--- src/rtl/lexington.sv ---
// lexington: shared Lexington core constants and bus helpers.
package lexington;
    localparam int IRQ_PENDING_OFS = 'h00;
    localparam int IRQ_ENABLE_OFS  = 'h01;
    localparam int IRQ_MODE_OFS    = 'h02;
    localparam int IRQ_THRESH_OFS  = 'h03;
    localparam int IRQ_CLAIM_OFS   = 'h04;
    localparam int IRQ_INSVC_OFS   = 'h05;
    localparam int IRQ_PRIO_BASE   = 'h20;
    localparam int IRQ_MAX_SRC     = 31;
    localparam logic [31:0] DEFAULT_IRQ_BASE_ADDR = 32'h0200_1000;

    function automatic logic [31:0] apply_strobe(input logic [31:0] old_v, input logic [31:0] new_v,
                                                 input logic [3:0] strb);
        logic [31:0] r;
        for (int i = 0; i < 4; i++) r[8*i +: 8] = strb[i] ? new_v[8*i +: 8] : old_v[8*i +: 8];
        return r;
    endfunction
endpackage

--- src/rtl/irq_gateway.sv ---
// irq_gateway: per-source synchroniser, edge/level detection and latched pending flag.
module irq_gateway #(
    parameter int SYNC_STAGES = 2
) (
    input  logic clk,
    input  logic rst,
    input  logic src,
    input  logic edge_mode,
    input  logic in_service,
    input  logic clr,
    output logic pending
);
    logic s, prev, set;
    if (SYNC_STAGES == 0) begin : g_nosync
        assign s = src;
    end else begin : g_sync
        logic [SYNC_STAGES-1:0] sync;
        always_ff @(posedge clk or posedge rst)
            if (rst) sync <= '0;
            else sync <= (sync << 1) | SYNC_STAGES'(src);
        assign s = sync[SYNC_STAGES-1];
    end
    // a level source being claimed this cycle counts as in service already
    always_comb set = edge_mode ? s & ~prev : s & ~in_service & ~clr;
    always_ff @(posedge clk or posedge rst)
        if (rst) begin
            prev    <= 1'b0;
            pending <= 1'b0;
        end else begin
            prev    <= s;
            pending <= set | (pending & ~clr);
        end
endmodule

--- src/rtl/irq_ctrl.sv ---
// irq_ctrl: memory-mapped platform interrupt controller with priority arbitration
// and claim/complete handshaking, driving one machine external interrupt request.
module irq_ctrl
    import lexington::*;
#(
    parameter int NUM_SRC     = 10,
    parameter int PRIO_WIDTH  = 3,
    parameter int SYNC_STAGES = 2,
    parameter int ADDR_WIDTH  = 6
) (
    input  logic                  clk,
    input  logic                  rst,
    input  logic [NUM_SRC-1:0]    src,
    input  logic                  rd_en,
    input  logic                  wr_en,
    input  logic [ADDR_WIDTH-1:0] addr,
    input  logic [31:0]           wr_data,
    input  logic [3:0]            wr_strobe,
    output logic [31:0]           rd_data,
    output logic                  irq
);
    localparam logic [ADDR_WIDTH-1:0] A_PEND  = ADDR_WIDTH'(IRQ_PENDING_OFS);
    localparam logic [ADDR_WIDTH-1:0] A_EN    = ADDR_WIDTH'(IRQ_ENABLE_OFS);
    localparam logic [ADDR_WIDTH-1:0] A_MODE  = ADDR_WIDTH'(IRQ_MODE_OFS);
    localparam logic [ADDR_WIDTH-1:0] A_THR   = ADDR_WIDTH'(IRQ_THRESH_OFS);
    localparam logic [ADDR_WIDTH-1:0] A_CLAIM = ADDR_WIDTH'(IRQ_CLAIM_OFS);
    localparam logic [ADDR_WIDTH-1:0] A_INSVC = ADDR_WIDTH'(IRQ_INSVC_OFS);
    localparam logic [ADDR_WIDTH-1:0] A_PRIO  = ADDR_WIDTH'(IRQ_PRIO_BASE);

    logic [NUM_SRC:1]      pending, enable, edge_mode, in_service, clr;
    logic [PRIO_WIDTH-1:0] thresh, best_prio, prio_rd;
    logic [PRIO_WIDTH-1:0] prio [1:NUM_SRC];
    logic [4:0]            best_id;
    logic [ADDR_WIDTH-1:0] pidx;
    logic                  prio_hit, claim, complete;
    logic [31:0]           cur, merged;
    logic                  unused_bits;

    for (genvar g = 1; g <= NUM_SRC; g++) begin : g_gw
        irq_gateway #(.SYNC_STAGES(SYNC_STAGES)) u_gw (
            .clk       (clk),
            .rst       (rst),
            .src       (src[g-1]),
            .edge_mode (edge_mode[g]),
            .in_service(in_service[g]),
            .clr       (clr[g]),
            .pending   (pending[g])
        );
    end

    // strict '>' keeps the lowest ID on equal priorities
    always_comb begin
        best_id   = '0;
        best_prio = '0;
        for (int i = 1; i <= NUM_SRC; i++)
            if (pending[i] && enable[i] && !in_service[i] && prio[i] > thresh && prio[i] > best_prio) begin
                best_id   = 5'(i);
                best_prio = prio[i];
            end
    end

    always_comb begin
        claim    = rd_en && addr == A_CLAIM && best_id != '0;
        complete = wr_en && addr == A_CLAIM && wr_strobe[0];
        clr      = '0;
        for (int i = 1; i <= NUM_SRC; i++) clr[i] = claim && best_id == 5'(i);
    end

    always_comb begin
        pidx     = addr - A_PRIO;
        prio_hit = addr >= A_PRIO && pidx != '0 && pidx <= ADDR_WIDTH'(NUM_SRC);
        prio_rd  = '0;
        for (int i = 1; i <= NUM_SRC; i++)
            if (pidx == ADDR_WIDTH'(i)) prio_rd = prio[i];
        cur = addr == A_PEND  ? 32'({pending, 1'b0})    :
              addr == A_EN    ? 32'({enable, 1'b0})     :
              addr == A_MODE  ? 32'({edge_mode, 1'b0})  :
              addr == A_THR   ? 32'(thresh)             :
              addr == A_CLAIM ? 32'(best_id)            :
              addr == A_INSVC ? 32'({in_service, 1'b0}) :
              prio_hit        ? 32'(prio_rd)            : '0;
        rd_data = rd_en ? cur : '0;
        merged  = apply_strobe(cur, wr_data, wr_strobe);
    end

    assign unused_bits = ^{merged, wr_data};

    always_ff @(posedge clk or posedge rst)
        if (rst) begin
            enable     <= '0;
            edge_mode  <= '0;
            thresh     <= '0;
            in_service <= '0;
            irq        <= 1'b0;
            for (int i = 1; i <= NUM_SRC; i++) prio[i] <= '0;
        end else begin
            irq <= best_id != '0;
            if (wr_en && addr == A_EN) enable <= merged[NUM_SRC:1];
            if (wr_en && addr == A_MODE) edge_mode <= merged[NUM_SRC:1];
            if (wr_en && addr == A_THR) thresh <= merged[PRIO_WIDTH-1:0];
            for (int i = 1; i <= NUM_SRC; i++) begin
                if (wr_en && prio_hit && pidx == ADDR_WIDTH'(i)) prio[i] <= merged[PRIO_WIDTH-1:0];
                in_service[i] <= clr[i] | (in_service[i] & ~(complete && wr_data[4:0] == 5'(i)));
            end
        end
endmodule

--- config.mk ---
export PLATFORM = sky130hd
export DESIGN_NAME = irq_ctrl
export DESIGN_NICKNAME = d
export VERILOG_FILES = /design/src/rtl/lexington.sv /design/src/rtl/irq_gateway.sv /design/src/rtl/irq_ctrl.sv
export SDC_FILE = /design/constraint.sdc
export NUM_CORES = 1
export LEC_CHECK = 0
export CORE_MARGIN = 2
export CORE_UTILIZATION = 30
export DETAILED_ROUTE_END_ITERATION = 6
export GPL_TIMING_DRIVEN = 0
export PLACE_DENSITY = 0.5
export SLEW_MARGIN = 10
export SYNTH_ARGS = -nofsm -noshare
export SYNTH_HDL_FRONTEND = slang
export SYNTH_SLANG_ARGS = --single-unit
export TNS_END_PERCENT = 100
--- constraint.sdc ---
create_clock -name clk -period 24.4 [get_ports clk]
set_input_delay 6.1 -clock clk [delete_from_list [all_inputs] [get_ports clk]]
set_output_delay 6.1 -clock clk [all_outputs]
set_load 0.01 [all_outputs]
==> load_flow_metrics.sql <==
INSERT INTO impl_metrics (metric_group, metric, value, unit) VALUES
('worst_setup_path', 'worstPathRequired', '18300', 'ps'),
('sta', 'min_period', '23320', 'ps'),
('synthesis', 'synth_cell_type_count', '76', ''),
('floorplan', 'start_util', '30.5', '%'),
('grt', 'globalRouteTotalUtil', '19.2', '%'),
('grt', 'first_global_vias', '5851', ''),
('clocking', 'clockRootBuffer', 'clkbuf_16', ''),
('cells_and_area', 'multi_input_area', '4000', 'um^2'),
('worst_setup_path', 'timing.critical_path.slowest_stage_cell', 'clkdlybuf4s50_1', ''),
('flow_run', 'maxCapViolCount', '0', ''),
('run_status', 'run_status', 'finished, final reports clean', ''),
('detailed_routing', 'routed_wirelength', '22800', 'um'),
('synthesis', 'netlist_area', '6890', 'um^2'),
('detailed_routing', 'drt_iter0_markers', '578', ''),
('floorplan', 'site_rows', '55', ''),
('placement', 'placement.setup.worst_slack', '453', 'ps'),
('power_and_ir_drop', 'static-leakage-power', '3.45', 'nW'),
('grt', 'grt_pass1_wl', '35100', 'um'),
('cells_and_area', 'filler_cell_count_in_the_final_layout', '2391', ''),
('cells_and_area', 'layout.cells.most_common_list', 'dfrtp_1 (103), nor2_1 (100), a21oi_1 (71), nand2_1 (63), ha_1 (49)', ''),
('sta', 'report.final.slew_viol_count', '0', ''),
('clocking', 'clkLatencyLatePin', '360', 'ps'),
('placement', 'placement.io_buffers', '42', ''),
('grt', 'overflow', '0', ''),
('synthesis', 'synth_seq_cells', '104', ''),
('detailed_routing', 'drtPass1Iterations', '5', ''),
('synthesis', 'syn_avg_cell_area', '8.78', 'um^2'),
('cells_and_area', 'final_layout_size_suffix_gt1_share', '10.1', '%'),
('worst_setup_path', 'criticalPathCategory', 'reg2out', ''),
('placement', 'gpl.final_weighted_congestion', '0.845', ''),
('sta', 'final.period_utilization', '95.6', '%'),
('synthesis', 'ys.flop_type', 'dfrtp_1', ''),
('power_and_ir_drop', 'total_power', '707', 'uW'),
('floorplan', 'design.die.area', '24200', 'um^2'),
('cells_and_area', 'synthToLayoutAreaGrowth', '19.2', '%'),
('synthesis', 'synth_cells', '785', ''),
('floorplan', 'die_height', '156', 'um'),
('detailed_routing', 'route.detailed.wl_per_inst', '19.7', 'um'),
('cells_and_area', 'stdcell_area', '8210', 'um^2'),
('detailed_routing', 'drc_errors', '0', ''),
('sta', 'layout_setup_ws', '1080', 'ps'),
('power_and_ir_drop', 'power_per_cell_area', '86.1', 'nW/um^2'),
('worst_setup_path', 'critical-path-top-cell-by-count', 'ha_1', ''),
('clocking', 'cts-root-to-sink-buffers', '2', ''),
('worst_setup_path', 'cp.arrival', '17220', 'ps'),
('synthesis', 'ys.warnings.count', '0', ''),
('synthesis', 'asyncSetResetFlopFracSynth', '100', '%'),
('detailed_routing', 'ant_nets', '0', ''),
('synthesis', 'yosysSeqAreaShare', '37.8', '%'),
('worst_setup_path', 'critPathMaxStageDelay', '620', 'ps'),
('cells_and_area', 'non_filler_cells_final', '1160', ''),
('cells_and_area', 'diodes', '0', ''),
('clocking', 'worst_setup_hold_path_clk_slew', '80', 'ps'),
('sta', 'maxSlewHeadroom', '31.0', '%'),
('sta', 'final-setup-viol-count', '0', ''),
('floorplan', 'core-area', '22600', 'um^2'),
('worst_setup_path', 'timing.critical_path.max_delay_family', 'simple AND/OR/NAND/NOR gates', ''),
('detailed_routing', 'route.detailed.vias_per_inst', '5.47', ''),
('grt', 'grt_start_max_net_pins', '56', ''),
('power_and_ir_drop', 'vdd.ir_drop.worst', '0.0373', 'mV'),
('sta', 'rsz0062_at_grt', 'false', ''),
('sta', 'fin_worst_hold_slack', '351', 'ps'),
('worst_setup_path', 'crit_path_max_fanout', '10', ''),
('worst_setup_path', 'critPathLaunchType', 'flop', ''),
('grt', 'grt_antenna_before_repair', '0', ''),
('clocking', 'cts_htree_levels', '3', ''),
('placement', 'dpl.cell_count', '1135', ''),
('cells_and_area', 'layout.area.seq', '2600', 'um^2'),
('floorplan', 'top_level_ports', '89', ''),
('worst_setup_path', 'critPathCaptureType', 'output pin', ''),
('clocking', 'cts_inserted_buffers', '9', '');
-- repair_timing --
item | 4_1_cts | 5_1_grt
hold buffers | 0 | 0
buffers inserted | 0 | 9
endpoints found under the setup margin | 1 | 4
gates resized for setup | 1 | 8
pin swaps | 0 | 0
-- logic make-up (layout without fill, tap and decap cells) --
family | after synthesis | after routing | synth area share [%]
AND/OR/NAND/NOR | 281 | 281 | 20.0
AO/OA/AOI/OAI | 238 | 238 | 23.0
flip-flops | 104 | 104 | 37.8
buffers and inverters | 85 | 155 | 5.94
adder cells (fa/ha/maj) | 51 | 51 | 9.19
multiplexers | 25 | 25 | 4.07
other | 1 | 21 | 0.0544
-- sequential cells by signal, indices dropped and copies added, names as in the netlist --
name,cells
enable,10
prio,30
irq,1
g_gw.u_gw.prev,10
g_gw.u_gw.pending,10
thresh,3
in_service,10
edge_mode,10
g_gw.u_gw.g_sync.sync,20
-- per-layer routing --
layer	part of all wire, %	routed length (um)	up-vias	track usage [%]
met5	0	0	-	0
met4	1.9	440	0	5.77
met3	5.6	1280	28	1.94
met2	45	10400	215	30.6
met1	47	10700	3071	27.5
li1	-	-	3035	-
-- path summary, 6_finish.rpt --
path / from / end / slack [ps] / depth (start not counted)
max: thresh[2]$_DFFE_PP0P_ / rd_data[3] / 1080 / 67
min: g_gw[7].u_gw.g_sync.sync[0]$_DFF_PP0_ / g_gw[7].u_gw.g_sync.sync[1]$_DFF_PP0_ / 350 / 0
max reg2reg: thresh[2]$_DFFE_PP0P_ / g_gw[6].u_gw.pending$_DFF_PP0_ / 7770 / 67
min reg2reg: g_gw[7].u_gw.g_sync.sync[0]$_DFF_PP0_ / g_gw[7].u_gw.g_sync.sync[1]$_DFF_PP0_ / 350 / 0
max in group asynchronous: rst / prio[28]$_DFFE_PP0P_ / 17610 / 3
min in group asynchronous: rst / g_gw[1].u_gw.g_sync.sync[0]$_DFF_PP0_ / 6160 / 2
-- cell type report --
type | count | share of cell area (%)
multi-input cells | 616 | 48.7
flip-flops and latches | 104 | 31.7
repair buffers | 54 | 6.46
well taps | 285 | 4.34
plain buffers | 51 | 3.44
clock buffers | 10 | 2.79
inverters | 34 | 1.71
clock inverters | 6 | 0.914
-- through the flow --
step	utilization (%)	TNS, ps
after detailed placement	34.6	0
after CTS	36.0	0
after floorplan	-	0
after global placement	34.3	-1020
after global routing	36.4	0
final	36.4	0
-- power by group --
group	internal (mW)	total, mW	switching, mW
logic	0.137	0.331	0.195
registers	0.194	0.224	0.0290
clock network	0.0814	0.152	0.0707
-- cells in the mapped netlist (12+ instances only) --
library cell	count	area share (%)
dfrtp_1	104	38
nor2_1	100	5.4
a21oi_1	71	5.2
nand2_1	63	3.4
ha_1	49	8.9
o21ai_0	39	2.8
inv_1	33	1.8
buf_4	23	2.5
clkbuf_1	22	1.2
a31oi_1	17	1.5
nand3_1	17	1.2
nor3_1	14	1.0
mux2i_1	12	1.7
Note: power is estimated with default switching activity, not from simulation.
